`src/rtl/wb_arbiter.sv`:
```
// Multi-source writeback arbiter: per-channel result FIFOs feeding one registered register-file write port.
// Define WB_ARB_RR_EN for round-robin arbitration; otherwise the lowest-index non-empty channel wins.
module wb_arbiter #(
  parameter int NUM_SRC    = 4,
  parameter int XLEN       = 32,
  parameter int FIFO_DEPTH = 2
) (
  input  logic                    clk,
  input  logic                    rst_n,
  input  logic                    flush,
  input  logic                    stall_i,
  input  logic [NUM_SRC-1:0]      src_valid_i,
  output logic [NUM_SRC-1:0]      src_ready_o,
  input  logic [NUM_SRC*32-1:0]   src_pc_i,
  input  logic [NUM_SRC*5-1:0]    src_rd_i,
  input  logic [NUM_SRC-1:0]      src_freg_i,
  input  logic [NUM_SRC-1:0]      src_exc_i,
  input  logic [NUM_SRC*XLEN-1:0] src_data_i,
  output logic                    pc_valid_o,
  output logic [31:0]             pc_o,
  output logic [4:0]              rd_o,
  output logic [XLEN-1:0]         wb_data_o,
  output logic                    exc_o,
  output logic                    reg_wr_en_o,
  output logic                    freg_wr_en_o
);

  localparam int AW = $clog2(FIFO_DEPTH);
  localparam int CW = AW + 1;
  localparam int SW = $clog2(NUM_SRC);

  logic [31:0]     pc_mem   [NUM_SRC][FIFO_DEPTH];
  logic [4:0]      rd_mem   [NUM_SRC][FIFO_DEPTH];
  logic            freg_mem [NUM_SRC][FIFO_DEPTH];
  logic            exc_mem  [NUM_SRC][FIFO_DEPTH];
  logic [XLEN-1:0] data_mem [NUM_SRC][FIFO_DEPTH];

  logic [AW-1:0] wr_ptr [NUM_SRC];
  logic [AW-1:0] rd_ptr [NUM_SRC];
  logic [CW-1:0] count  [NUM_SRC];

  logic [NUM_SRC-1:0] full;
  logic [NUM_SRC-1:0] not_empty;
  logic [NUM_SRC-1:0] push;
  logic [NUM_SRC-1:0] pop;
  logic               grant_en;
  logic               gnt_any;
  logic [SW-1:0]      gnt_idx;

  logic            valid_q;
  logic [31:0]     pc_q;
  logic [4:0]      rd_q;
  logic            freg_q;
  logic            exc_q;
  logic [XLEN-1:0] data_q;

  assign grant_en = ~stall_i & ~flush;

  // Ready reflects occupancy only; a pop in the same cycle does not free a slot early.
  always_comb begin
    full      = '0;
    not_empty = '0;
    push      = '0;
    for (int k = 0; k < NUM_SRC; k++) begin
      full[k]      = (count[k] == CW'(FIFO_DEPTH));
      not_empty[k] = (count[k] != '0);
      push[k]      = src_valid_i[k] & ~full[k] & ~flush;
    end
  end

  assign src_ready_o = ~full;

`ifdef WB_ARB_RR_EN
  logic [SW-1:0] rr_ptr;
  logic [SW-1:0] cand;
  int            j;

  always_comb begin
    gnt_any = 1'b0;
    gnt_idx = '0;
    cand    = '0;
    j       = 0;
    for (int i = 0; i < NUM_SRC; i++) begin
      j = int'(rr_ptr) + i;
      if (j >= NUM_SRC) j = j - NUM_SRC;
      cand = SW'(j);
      if (grant_en && !gnt_any && not_empty[cand]) begin
        gnt_any = 1'b1;
        gnt_idx = cand;
      end
    end
  end

  always_ff @(posedge clk or negedge rst_n) begin
    if (!rst_n) begin
      rr_ptr <= '0;
    end else if (flush) begin
      rr_ptr <= '0;
    end else if (gnt_any) begin
      rr_ptr <= (gnt_idx == SW'(NUM_SRC - 1)) ? '0 : gnt_idx + 1'b1;
    end
  end
`else
  always_comb begin
    gnt_any = 1'b0;
    gnt_idx = '0;
    for (int i = 0; i < NUM_SRC; i++) begin
      if (grant_en && !gnt_any && not_empty[i]) begin
        gnt_any = 1'b1;
        gnt_idx = SW'(i);
      end
    end
  end
`endif

  always_comb begin
    pop = '0;
    for (int k = 0; k < NUM_SRC; k++) begin
      pop[k] = gnt_any && (gnt_idx == SW'(k));
    end
  end

  // Pointers wrap naturally because FIFO_DEPTH is a power of two.
  always_ff @(posedge clk or negedge rst_n) begin
    if (!rst_n) begin
      for (int k = 0; k < NUM_SRC; k++) begin
        wr_ptr[k] <= '0;
        rd_ptr[k] <= '0;
        count[k]  <= '0;
      end
    end else if (flush) begin
      for (int k = 0; k < NUM_SRC; k++) begin
        wr_ptr[k] <= '0;
        rd_ptr[k] <= '0;
        count[k]  <= '0;
      end
    end else begin
      for (int k = 0; k < NUM_SRC; k++) begin
        if (push[k]) wr_ptr[k] <= wr_ptr[k] + 1'b1;
        if (pop[k])  rd_ptr[k] <= rd_ptr[k] + 1'b1;
        case ({push[k], pop[k]})
          2'b10:   count[k] <= count[k] + 1'b1;
          2'b01:   count[k] <= count[k] - 1'b1;
          default: count[k] <= count[k];
        endcase
      end
    end
  end

  always_ff @(posedge clk) begin
    for (int k = 0; k < NUM_SRC; k++) begin
      if (push[k]) begin
        pc_mem[k][wr_ptr[k]]   <= src_pc_i[32*k +: 32];
        rd_mem[k][wr_ptr[k]]   <= src_rd_i[5*k +: 5];
        freg_mem[k][wr_ptr[k]] <= src_freg_i[k];
        exc_mem[k][wr_ptr[k]]  <= src_exc_i[k];
        data_mem[k][wr_ptr[k]] <= src_data_i[XLEN*k +: XLEN];
      end
    end
  end

  always_ff @(posedge clk or negedge rst_n) begin
    if (!rst_n) begin
      valid_q <= 1'b0;
      pc_q    <= '0;
      rd_q    <= '0;
      freg_q  <= 1'b0;
      exc_q   <= 1'b0;
      data_q  <= '0;
    end else if (flush) begin
      valid_q <= 1'b0;
      freg_q  <= 1'b0;
      exc_q   <= 1'b0;
    end else if (!stall_i) begin
      valid_q <= gnt_any;
      if (gnt_any) begin
        pc_q   <= pc_mem[gnt_idx][rd_ptr[gnt_idx]];
        rd_q   <= rd_mem[gnt_idx][rd_ptr[gnt_idx]];
        freg_q <= freg_mem[gnt_idx][rd_ptr[gnt_idx]];
        exc_q  <= exc_mem[gnt_idx][rd_ptr[gnt_idx]];
        data_q <= data_mem[gnt_idx][rd_ptr[gnt_idx]];
      end
    end
  end

  assign pc_valid_o   = valid_q;
  assign pc_o         = pc_q;
  assign rd_o         = rd_q;
  assign wb_data_o    = data_q;
  assign exc_o        = exc_q;
  // x0 is hardwired to zero, so integer writes to it are dropped; f0 is a real register.
  assign reg_wr_en_o  = valid_q & ~exc_q & ~freg_q & (rd_q != 5'd0);
  assign freg_wr_en_o = valid_q & ~exc_q & freg_q;

endmodule

```
`config.mk`:
```
export PLATFORM = sky130hd
export DESIGN_NAME = wb_arbiter
export DESIGN_NICKNAME = d
export VERILOG_FILES = /design/src/rtl/wb_arbiter.sv
export SDC_FILE = /design/constraint.sdc
export NUM_CORES = 1
export LEC_CHECK = 0
export ABC_AREA = 1
export CELL_PAD_IN_SITES_DETAIL_PLACEMENT = 0
export CELL_PAD_IN_SITES_GLOBAL_PLACEMENT = 2
export CORE_MARGIN = 2
export CORE_UTILIZATION = 33
export DETAILED_ROUTE_END_ITERATION = 10
export PLACE_DENSITY_LB_ADDON = 0.1
export SETUP_SLACK_MARGIN = 0.02
export SYNTH_ARGS = -nofsm -noshare
export SYNTH_HDL_FRONTEND = slang
export SYNTH_SLANG_ARGS = --single-unit
```
`constraint.sdc`:
```
create_clock -name clk -period 4.4 [get_ports clk]
set_input_delay 1.32 -clock clk [delete_from_list [all_inputs] [get_ports clk]]
set_output_delay 1.32 -clock clk [all_outputs]
set_load 0.05 [all_outputs]
```
# ---- Word-level counts from Yosys, hierarchy flattened
# Memory sizes are Yosys's and may differ from the RTL's.
# Cells that the tools add are included.
dict set report classes {
  add_sub_neg 16
  magnitude_cmp 10
  eq_ne 16
  muxes 88
  bitwise 28
  reduce_logical 39
}
# op count
set ops {}
lappend ops {{32-bit two-way mux} 10}
lappend ops {{64-bit two-way mux} 4}
lappend ops {{32-bit demux with 1-bit select} 4}
lappend ops {{10-bit two-way mux} 4}
lappend ops {{1-bit two-way mux} 37}
lappend ops {{5-bit two-way mux} 7}
lappend ops {{2-bit nonzero test} 13}
lappend ops {{5-bit demux with 1-bit select} 4}
lappend ops {{2-bit equality test, second input constant} 10}
lappend ops {{2-bit case mux with 2 select lines} 4}
lappend ops {{1-bit logical AND} 15}
lappend ops {{1-bit bitwise AND} 13}
lappend ops {{2-bit two-way mux} 6}
lappend ops {{3-bit nonzero test} 4}
lappend ops {{2-bit by 1-bit equality test with 1-bit output, second input constant} 5}
lappend ops {{2-bit greater-or-equal comparator, second input constant} 5}
lappend ops {{1-bit inverter with 2-bit output} 5}
lappend ops {{1-bit adder, second input constant} 8}
lappend ops {{2-bit by 1-bit adder with 2-bit output, second input constant} 4}
lappend ops {{2-bit by 1-bit less-than comparator with 1-bit output, second input constant} 4}
lappend ops {{4-bit two-way mux} 2}
lappend ops {{8-bit two-way mux} 1}
lappend ops {{1-bit inverter} 8}
lappend ops {{2-bit by 1-bit subtractor with 2-bit output, second input constant} 4}
lappend ops {{11 further kinds} 16}
dict set report totals {
  reg_bits 88
  mem_bits_rw 568
  inputBits 292
  elab_cells 220
  n_memories 5
}
# memory words width read_ports rd_ports_with_merged_regs wr line_no
set memory_table {}
lappend memory_table {data_mem 4 64 1 0 4 36} ;# logic [XLEN-1:0] data_mem [NUM_SRC][FIFO_DEPTH];
lappend memory_table {pc_mem 4 64 1 0 4 32} ;# logic [31:0] pc_mem [NUM_SRC][FIFO_DEPTH];
lappend memory_table {rd_mem 4 10 1 0 4 33} ;# logic [4:0] rd_mem [NUM_SRC][FIFO_DEPTH];
lappend memory_table {exc_mem 4 2 1 0 4 35} ;# logic exc_mem [NUM_SRC][FIFO_DEPTH];
lappend memory_table {freg_mem 4 2 1 0 4 34} ;# logic freg_mem [NUM_SRC][FIFO_DEPTH];

# ---- Depth between registers and ports, before layout
dict set report logic_depth {
  ltp_word 27
  ltp_mapped 13
  depth_no_buf 11
}

# ---- Worst setup path after synthesis
# No wires, ideal clock.
dict set report synth_path {
  kind {input -> register}
  startpoint {input port flush}
  endpoint {memory data_mem[0][0] in the netlist's numbering, enable pin}
  setup_ns 0.501
  arrival_time_ns 5.001
  path_slack_ns -1.101
  cell_stages 5
  n_path_buf 2
  cell_sequence {clkbuf_1 > clkinv_1 > clkbuf_1 > nand2_1 > nor2_1}
}
# item line_no
set synth_rtl {}
lappend synth_rtl {{start, declared} 10} ;# input logic flush,
lappend synth_rtl {{end, declared} 36}

# ---- Worst setup path in the final report
dict set report layout_path {
  startpoint {register exc_q, in the netlist exc_o}
  endpoint {output port reg_wr_en_o}
}
dict set report layout_between {
  elab_chain_len 4
}
# item line_no
set layout_rtl {}
lappend layout_rtl {{start, declared} 54} ;# logic exc_q;
lappend layout_rtl {{start signal, assigned} 180} ;# exc_q <= exc_mem[gnt_idx][rd_ptr[gnt_idx]];
lappend layout_rtl {{1-bit inverter} 192} ;# assign reg_wr_en_o = valid_q & ~exc_q & ~freg_q & (rd_q != 5'd0);
lappend layout_rtl {{1-bit bitwise AND (3 in series)} 192}
lappend layout_rtl {{end, declared} 24} ;# output logic reg_wr_en_o,
# Every way passes these cells.

==> flow_summary.yaml <==
detailed_routing:
  drt_pre_antenna_iters: 6
  wl_met2_microns: 46200
  via_count: 19100
  post-route-drc-count: 0
  drtIter0Drc: 1203
  met1_length_microns: 39300
  routed-wl-met3_microns: 5750
  per_cell_routed_wire_length_microns: 24.3
  post_drt_via_cell_ratio: 4.95
  drt.antenna.violating_nets: 0
  drt_wl_total_microns: 93900
  routed.top_layer: "met5"
sta:
  setup-violations-final: 0
  max_slew_headroom_at_the_worst_pin_pct: 32.0
  clock-skew-final_ns: 0.0201
  timing.final.ws_setup_ns: 0.709
  timing.final.crit_share_pct: 83.9
  hold_viol_final: 0
  finalMaxSlewViolations: 0
  hold_ws_ns: 0.469
  grt_setup_unrepaired: "false"
  final.min_clock_period_ns: 3.69
  worst-slew-pin-transition_ns: 1.02
  total_negative_slack_for_setup_checks_ns: 0
  max_freq_mhz: 271
grt:
  grt_antenna_before_repair: 26
  globalRouteTotalUtil_pct: 22.4
  grt_pass1_wl_microns: 134000
  number_of_global_route_vias_before_repair: 19600
  maximum_number_of_pins_on_one_net_before_global_route_repair: 94
  grt-ovfl-total: 0
floorplan:
  standard_cell_row_count: 104
  fp.dieW_microns: 289
  die_h_microns: 289
  floorplan.core_area_sq_um: 80500
  boundaryPins: 369
  die-area_sq_um: 83700
  initial_utilization_pct: 33.3
synth:
  synth_top_cells_by_count: "nand2_1 (780), edfxtp_1 (568), nand3_1 (325)"
  post_synth_and_or_nand_nor_area_fraction_pct: 19.9
  top_post_synthesis_cells_by_area: "edfxtp_1 (64%), nand2_1 (11%), dfrtp_1 (8.2%), nand3_1 (6.1%), o211ai_1 (2.9%)"
  cells_after_synth: 2364
  mappedNetlistNets: 2656
  synth_most_common_cell: "nand2_1"
  yosys.cell_types.count: 35
  synth_compound_gate_area_share_pct: 3.99
  synth.area.mux_share_pct: 0.0419
  synth_enable_flop_cells: 568
  synth_ff_type: "edfxtp_1"
  yosys.area.top_type_share_pct: 63.5
  ys_seq_elements: 656
  sequential_to_total_area_share_from_yosys_stat_pct: 71.7
  post_synth_fa_ha_maj_area_fraction_pct: 0
  main_combinational_cell_family_by_area_after_synthesis: "simple AND/OR/NAND/NOR gates"
  asyncSetResetFlopFracSynth_pct: 13.4
  synthesis.area_sq_um: 26900
  syn_avg_cell_area_sq_um: 11.4
  yosys_warnings: 0
  post_synth_xor_area_fraction_pct: 0.0978
  synth.largest_area_cell: "edfxtp_1"
power:
  power.static_leakage_uw: 0.0131
  totalPowerFinal_uw: 19200
  p_per_area_nw_per_um2: 560
  peakVddDrop_uv: 421
placement:
  place.gp.congestion: 0.759
  dpl.hpwl_microns: 55100
  dpl_worst_slack_ns: 0.276
  port-buffer-count: 368
  placed_cell_area_sq_um: 32100
job:
  drv.max_cap_violation_count: 0
setup_path:
  path_max_fanout: 4
  timing.setup.critical_path_class: "reg2out"
  critical_path.max_stage_delay_ns: 0.80
  cp_slowest_cell: "clkdlybuf4s50_1"
  worst_path_dominant_cell_family: "buffers and inverters"
  arrival_ns: 2.37
  critPathLaunchType: "register"
  worstPathRequired_ns: 3.08
  cp_cell_sequence: "a2111o_1 > inv_1 > clkdlybuf4s50_1"
  critPathCaptureType: "output port"
  critPathBufInv: 2
finish:
  finalInstanceArea_sq_um: 34400
  fillerInstances: 7560
  layout.nets: 3015
  layout-area-overhead-vs-synth_pct: 28.0
  post_route_cells_drive_above_1_share_pct: 6.32
clock_network:
  hold_buffers: 0
  cts-root-buf: "clkbuf_16"
  cts_post_setup_buffers_inserted: 0
  tritoncts: "built"
  htree_num_levels: 3
  clock_sink_count: 656
  clkSlewWorstSetupHoldPaths_ns: 0.06
  cts_made_buffers: 76
  worstSkewPairLatency_ns: 0.63
  clock_buffer_depth: 3
  cts.repair.resized: 0
worst_hold_path:
  min_path_type: "reg2reg"
run_status:
  outcome: "finished, final reports clean"
cell families after synthesis:
| logic type | count (synthesis) |
|---|---|
| compound gates | 159 |
| xor+xnor | 3 |
| mux | 1 |
| buf+inv | 278 |
| flops | 656 |
| simple gates | 1267 |
through the flow:
stage          std cells  util (%)
3_5_place_dp        3705      39.8
5_1_grt             3851      42.6
3_3_place_gp        3705      39.8
6_report            3856      42.7
2_1_floorplan       2364         -
4_1_cts             3844      42.6
state kept, by name (all words and copies together), names as in the netlist:
name,flops
count,8
data_mem,256
exc_mem,8
exc_o,1
freg_mem,8
freg_q,1
pc_mem,256
pc_o,32
pc_valid_o,1
rd_mem,40
rd_o,5
rd_ptr,4
wb_data_o,32
wr_ptr,4
cell type report:
type | instances | area [sq um] | area share, %
Clock buffer | 105 | 2030 | 5.91
Clock inverter | 34 | 243 | 0.706
Multi-Input combinational cell | 1430 | 6570 | 19.1
Antenna cell | 12 | 30.0 | 0.0874
Sequential cell | 656 | 19300 | 56.0
Timing Repair Buffer | 423 | 4390 | 12.8
Tap cell | 1060 | 1330 | 3.86
Inverter | 136 | 513 | 1.49
path summary, 6_finish.rpt:
kind                                       startpoint                         to  slack [ns]  cells after the start
worst min-delay path            rd_ptr[2]$_DFFE_PN0P_      rd_ptr[2]$_DFFE_PN0P_        0.47                      1
worst max register to register   count[5]$_DFFE_PN0P_        rd_o[4]$_DFFE_PN0P_        1.71                     12
min in group asynchronous                       rst_n        pc_o[9]$_DFFE_PN0P_        0.75                      1
worst min register to register  rd_ptr[2]$_DFFE_PN0P_      rd_ptr[2]$_DFFE_PN0P_        0.47                      1
max in group asynchronous                       rst_n  wb_data_o[17]$_DFFE_PN0P_        2.76                      2
worst max-delay path                exc_o$_DFFE_PN0P_                reg_wr_en_o        0.71                      3
power by group:
group          switching [uW]  internal [uW]  leakage, uW
registers                 387           7530      0.00630
logic                    3740           1720      0.00569
clock network            2560           3310      0.00111
total                    6690          12600       0.0131
worst register-to-register path, stage by stage, from the launching register on:
cell	delay, ns
dfrtp_1	0.39
nor2_1	0.42
nand3_1	0.14
nor2_1	0.29
nand2_8	0.13
nand2_4	0.24
buf_12	0.33
nand2_1	0.09
nand3_1	0.10
nand2_1	0.06
nand2_1	0.05
nand3_1	0.24
nand2_1	0.14
cell usage in the layout, fill, tap and decap left out, types with 4 or more instances in the layout:
| cell type | netlist | routed |
|---|---|---|
| diode_2 | 0 | 12 |
| a21oi_1 | 36 | 36 |
| clkinv_2 | 0 | 8 |
| nand3_1 | 325 | 325 |
| inv_6 | 0 | 4 |
| nand2_4 | 1 | 4 |
| buf_12 | 0 | 24 |
| o21ai_0 | 14 | 14 |
| clkbuf_16 | 0 | 76 |
| nor2_4 | 1 | 10 |
| clkinv_1 | 1 | 19 |
| nor2_1 | 116 | 107 |
| clkdlybuf4s50_1 | 0 | 367 |
| edfxtp_1 | 568 | 568 |
| nand3b_1 | 31 | 31 |
| nand2_1 | 780 | 779 |
| buf_4 | 9 | 32 |
| inv_2 | 5 | 4 |
| inv_1 | 130 | 130 |
| clkbuf_1 | 46 | 27 |
| o211ai_1 | 103 | 103 |
| dfrtp_1 | 88 | 88 |
metal layers:
layer | GRT usage (%) | up-vias
met5 | 0 | -
met4 | 6.69 | 26
met3 | 4.92 | 156
met2 | 38.4 | 561
met1 | 28.3 | 9470
li1 | - | 8880
Power figures use the tool's default switching activity.
